## src/rtl/input_network_pkg.sv

```systemverilog
// Shared definitions for the challenge input network: default width, challenge type
// and a reference implementation of the bit mapping (package inet_pkg).
package inet_pkg;

    localparam int N_DEFAULT = 64;

    typedef logic [N_DEFAULT-1:0] chal_t;

    function automatic chal_t inet_map(chal_t x);
        chal_t y;
        y = '0;
        for (int j = 0; j < N_DEFAULT/2; j++) begin
            y[j] = x[2*j] ^ x[2*j+1];
        end
        y[N_DEFAULT/2] = x[0];
        for (int k = 1; k < N_DEFAULT/2; k++) begin
            y[N_DEFAULT/2+k] = x[2*k-1] ^ x[2*k];
        end
        return y;
    endfunction

endpackage

```

## src/rtl/input_network_if.sv

```systemverilog
// Challenge in / transformed challenge out bundle between the challenge source and the APUF chains.
interface input_network_if #(
    parameter int N = inet_pkg::N_DEFAULT
);
    logic [N-1:0] x;
    logic         x_valid;
    logic [N-1:0] y;
    logic         y_valid;

    modport master (output x, output x_valid, input y, input y_valid);
    modport slave  (input x, input x_valid, output y, output y_valid);
endinterface

```

## src/rtl/input_network_map.sv

```systemverilog
// Combinational challenge mapping x' -> y: adjacent-pair XORs in the low half,
// offset-by-one pair XORs (seeded with x'[0]) in the high half.
module input_network_map
    import inet_pkg::*;
#(
    parameter int N = N_DEFAULT
) (
    input  logic [N-1:0] xp,
    output logic [N-1:0] y
);

    for (genvar j = 0; j < N/2; j++) begin : g_low
        assign y[j] = xp[2*j] ^ xp[2*j+1];
    end

    assign y[N/2] = xp[0];

    for (genvar k = 1; k < N/2; k++) begin : g_high
        assign y[N/2+k] = xp[2*k-1] ^ xp[2*k];
    end

endmodule

```

## src/rtl/input_network.sv

```systemverilog
// Challenge input network top: optional left rotation (INNET_ROT_EN), mapping, one output register stage.
// Macro INNET_ROT_EN: when defined, x is rotated left by ROT before mapping; otherwise ROT is ignored.
module input_network
    import inet_pkg::*;
#(
    parameter int N   = N_DEFAULT,
    parameter int ROT = 0
) (
    input  logic            clk,
    input  logic            rst,
    input_network_if.slave  bus
);

    if ((N % 2) != 0 || N < 4 || ROT < 0 || ROT >= N) begin : g_param_check
        $error("input_network: N must be even and >= 4, ROT must lie in 0..N-1");
    end

    logic [N-1:0] xp;
    logic [N-1:0] y_map;

`ifdef INNET_ROT_EN
    for (genvar i = 0; i < N; i++) begin : g_rot
        assign xp[i] = bus.x[(i + N - ROT) % N];
    end
`else
    assign xp = bus.x;
`endif

    input_network_map #(.N(N)) u_map (
        .xp (xp),
        .y  (y_map)
    );

    // y holds its last value between accepted challenges
    always_ff @(posedge clk) begin
        if (rst) begin
            bus.y       <= '0;
            bus.y_valid <= 1'b0;
        end else begin
            bus.y_valid <= bus.x_valid;
            if (bus.x_valid) begin
                bus.y <= y_map;
            end
        end
    end

endmodule

```

## src/flat_wrapper.sv

```systemverilog
// flat-port wrapper written by rule: the top's interface ports become plain ports
module input_network_flat import inet_pkg::*;
#(
    parameter int N   = N_DEFAULT,
    parameter int ROT = 0
)
  (clk, rst, bus_x, bus_x_valid, bus_y, bus_y_valid);
  input_network_if #(.N(N)) bus_i ();
  input  logic clk;
  input  logic rst;
  input wire logic [$bits(bus_i.x)-1:0] bus_x;
  input wire logic [$bits(bus_i.x_valid)-1:0] bus_x_valid;
  output wire logic [$bits(bus_i.y)-1:0] bus_y;
  output wire logic [$bits(bus_i.y_valid)-1:0] bus_y_valid;
  assign bus_i.x = bus_x;
  assign bus_i.x_valid = bus_x_valid;
  assign bus_y = bus_i.y;
  assign bus_y_valid = bus_i.y_valid;
  input_network #(.N(N), .ROT(ROT)) u_core (.clk(clk), .rst(rst), .bus(bus_i));
endmodule
```

## config.mk

```make
export PLATFORM = sky130hd
export DESIGN_NAME = input_network_flat
export DESIGN_NICKNAME = d
export VERILOG_FILES = /design/src/rtl/input_network_pkg.sv /design/src/rtl/input_network_if.sv /design/src/rtl/input_network_map.sv /design/src/rtl/input_network.sv /design/src/flat_wrapper.sv
export SDC_FILE = /design/constraint.sdc
export NUM_CORES = 1
export LEC_CHECK = 0
export ABC_CLOCK_PERIOD_IN_PS = 850
export CAP_MARGIN = 25
export CORE_ASPECT_RATIO = 1.2
export CORE_MARGIN = 3
export CORE_UTILIZATION = 41
export CTS_CLUSTER_SIZE = 20
export DETAILED_ROUTE_END_ITERATION = 7
export GPL_TIMING_DRIVEN = 1
export MAX_ROUTING_LAYER = met4
export PLACE_DENSITY = 0.83
export SETUP_SLACK_MARGIN = 0.15
export SYNTH_ARGS = -nofsm -noshare
export SYNTH_HDL_FRONTEND = slang
export SYNTH_SLANG_ARGS = --single-unit
```

## constraint.sdc

```tcl
create_clock -name clk -period 0.85 [get_ports clk]
set_input_delay 0.1275 -clock clk [delete_from_list [all_inputs] [get_ports clk]]
set_output_delay 0.1275 -clock clk [all_outputs]
set_load 0.02 [all_outputs]
```

==> qor.yml, run 1 <==
placement:
  post-place-ws_ns: -0.3249
  hpwl_um: 5012
  place_inst: 482
  portBuffers: 131
  globalplace.congestion: 0.7273
sta:
  rsz0062_at_grt: "yes"
  period_share_pct: 109.3
  worst_slew_margin_rel_pct: 82.45
  worst_pin_slew_ns: 0.2617
  max_freq_mhz: 1077
  maxSlewViolCount: 0
  setup_viol: 65
  hold_slack_ns: 0.1430
  fin_ws_ns: -0.07882
  hold_viol_final: 0
  clock_skew_ns: 0
  min_period_ns: 0.9288
setup_path:
  path_cells: "buf_6"
  crit_type: "flop to output pin"
  cp_max_fo: 2
  worst-path-buf-inv: 1
  worstSetupStartpointType: "flop"
  ff2ff_setup_slack_ns: 0.02
  cpPeakStageDelay_ns: 0.36
  worst-r2r-cell-count: 3
  reg2reg_from: "u_core.bus.y[42]"
  r2r-end: "u_core.bus.y[42]"
  crit_required_ns: 0.72
  slowest_stage: "dfxtp_2"
  cp_top_family: "flip-flops"
  cp.arrival_ns: 0.80
  endpoint_kind: "output pin"
route:
  avgViaCountPerCell: 4.917
  wirelength_um: 8266
  dr.first_iter.drc_count: 68
  remaining_drc_errors: 0
  ant_nets: 0
  wl_per_cell_um: 15.54
  vias: 2616
  dr.pass1.iters: 4
worst_hold_path:
  min-delay-start: "bus_x[0]"
  min_path_type: "input pin to flop"
  hold_end: "u_core.bus.y[32]"
  hold_depth: 3
global_route:
  antenna_found_initial: 1
  grt_pass1_wl_um: 10670
  grt_overflow: 0
  grtUsageTotal_pct: 18.25
  grt_max_degree: 46
  grt_pass1_vias: 2314
synthesis:
  synth_seq_area_share_pct: 47.47
  synth_cell_types: 12
  syn_nets: 345
  synth_cells: 278
  postSynthAreaPerCell_sq_um: 9.861
  yosys.area.top_type_share_pct: 47.47
  yosysTopAreaCell: "dfxtp_1"
  synth_area_leaders: "dfxtp_1 47%, xnor2_1 20%, a211oi_1 16%, nor2_1 8.8%, buf_2 2.2%"
  yosys_warnings: 0
  synth-seq-cells: 65
  synthesis.area_sq_um: 2741
cts:
  clock-sinks: 65
  cts.path.max_buffers: 2
  clk_latency_ns: 0.31
  holdBufCountCts: 0
  htree_levels: 3
  path_clk_slew_ns: 0.07
  cts_tree: "yes"
  cts_root_buf: "clkbuf_8"
  cts_buffers: 9
outcome:
  status: "finished, violations left"
  violations: "negative setup slack"
floorplan:
  fp.dieH_um: 95.58
  core-area_sq_um: 6446
  die_w_um: 80.65
  initial_core_util_pct: 42.53
  dieArea_sq_um: 7708
  rows: 32
  num_io_pins: 132
layout:
  layout_commonest_cell: "buf_6"
  seqCellArea_sq_um: 1383
  nNetsFinal: 508
  nFillCells: 391
  finalCoreUtilization_pct: 79.31
  multi_input_area_sq_um: 1579
  drive_above_1_share_pct: 54.04
  final_cell_mix: "85 x buf_6, 65 x dfxtp_2, 63 x xnor2_1"
  fin_cells: 532
  synthToLayoutAreaGrowth_pct: 86.49
power_and_ir_drop:
  leakagePower_nw: 2.195
  power_w: 0.008414
  peakVddDrop_uv: 1105
  p_per_area_nw_per_um2: 1646
run:
  drv_cap: 0
-- layer usage --
| layer | vias up | share of wire, % | GRT usage, % |
|---|---|---|---|
| li1 | 1283 | - | - |
| met3 | 22 | 6.9 | 6.144 |
| met4 | 0 | 2.3 | 5.775 |
| met2 | 98 | 53 | 31.01 |
| met5 | - | 0 | - |
| met1 | 1213 | 38 | 20.11 |
-- final cells by class --
class | instances | share of cell area (%)
timing repair buffer | 173 | 36.25
multi-input combinational | 192 | 30.89
sequential | 65 | 27.04
clock buffer | 13 | 2.912
tap | 85 | 2.080
clock inverter | 3 | 0.7832
antenna | 1 | 0.04895
-- worst max-delay path by stage --
stage / startpoint / to / slack, ns / depth (start not counted)
after floorplan: bus_x_valid / u_core.bus.y[32] / 0.14 / 4
after global placement: bus_x[25] / u_core.bus.y[45] / -0.24 / 3
after detailed placement: bus_x[25] / u_core.bus.y[12] / -0.32 / 3
after CTS: u_core.bus.y[45] / bus_y[45] / -0.1 / 1
after global routing: u_core.bus.y[17] / bus_y[17] / -0.10 / 1
final: u_core.bus.y[24] / bus_y[24] / -0.08 / 1
-- synth_stat cells (all sizes together) --
| library cell | instances |
|---|---|
| a211oi | 63 |
| buf | 20 |
| clkbuf | 1 |
| dfxtp | 65 |
| mux2i | 1 |
| nor2 | 64 |
| nor2b | 1 |
| xnor2 | 63 |
-- logic make-up (layout without fill, tap and decap cells) --
logic type | Yosys count | after routing | share of synthesized area, %
AOI/OAI and AO/OA | 63 | 63 | 17.98
xor gates and xnor gates | 63 | 63 | 20.13
buffers and inverters | 21 | 189 | 5.066
DFF | 65 | 65 | 47.47
muxes | 1 | 1 | 0.3651
other | 0 | 1 | 0
and+or+nand+nor | 65 | 65 | 8.991
-- metrics by stage --
stage / TNS [ns] / cell area [sq um]
floorplan: 0 / 2841
global placement: -23.38 / 4222
detailed placement: -25.08 / 4222
CTS: -4.533 / 4543
global route: -5.165 / 5112
finish: -3.435 / 5112
-- registers in the layout, indices dropped and copies added, names as in the netlist --
signal              cells
u_core.bus.y           64
u_core.bus.y_valid      1
-- timing repair --
| action | CTS | global route |
|---|---|---|
| gates resized for setup | 434 | 101 |
| setup buffers | 8 | 25 |
| pin swaps | 17 | 35 |
| endpoints found under the setup margin | 103 | 114 |
-- worst register-to-register path, delay by kind of cell, from the launching register on --
kind,cells,cell delay (ns)
flip-flops,1,0.34
AND/OR/NAND/NOR,1,0.04
AO/OA/AOI/OAI,1,0.23
buffers and inverters,1,0.10
-- where the power goes --
group / internal, W / switching [W] / total (W)
Sequential: 0.00335 / 0.000194 / 0.00354
Clock: 0.00143 / 0.00108 / 0.00251
Combinational: 0.00128 / 0.00109 / 0.00237
Note: power is estimated with default switching activity, not from simulation.
==> inputs of run 2 (changes only) <==
--- a/config.mk
+++ b/config.mk
@@ -16,6 +16,7 @@
 export MAX_ROUTING_LAYER = met4
 export PLACE_DENSITY = 0.83
 export SETUP_SLACK_MARGIN = 0.15
+export SLEW_MARGIN = 20
 export SYNTH_ARGS = -nofsm -noshare
 export SYNTH_HDL_FRONTEND = slang
 export SYNTH_SLANG_ARGS = --single-unit
==> results of run 2 <==
Same layout as run 1: the final DEF is identical, and so are final timing and power.
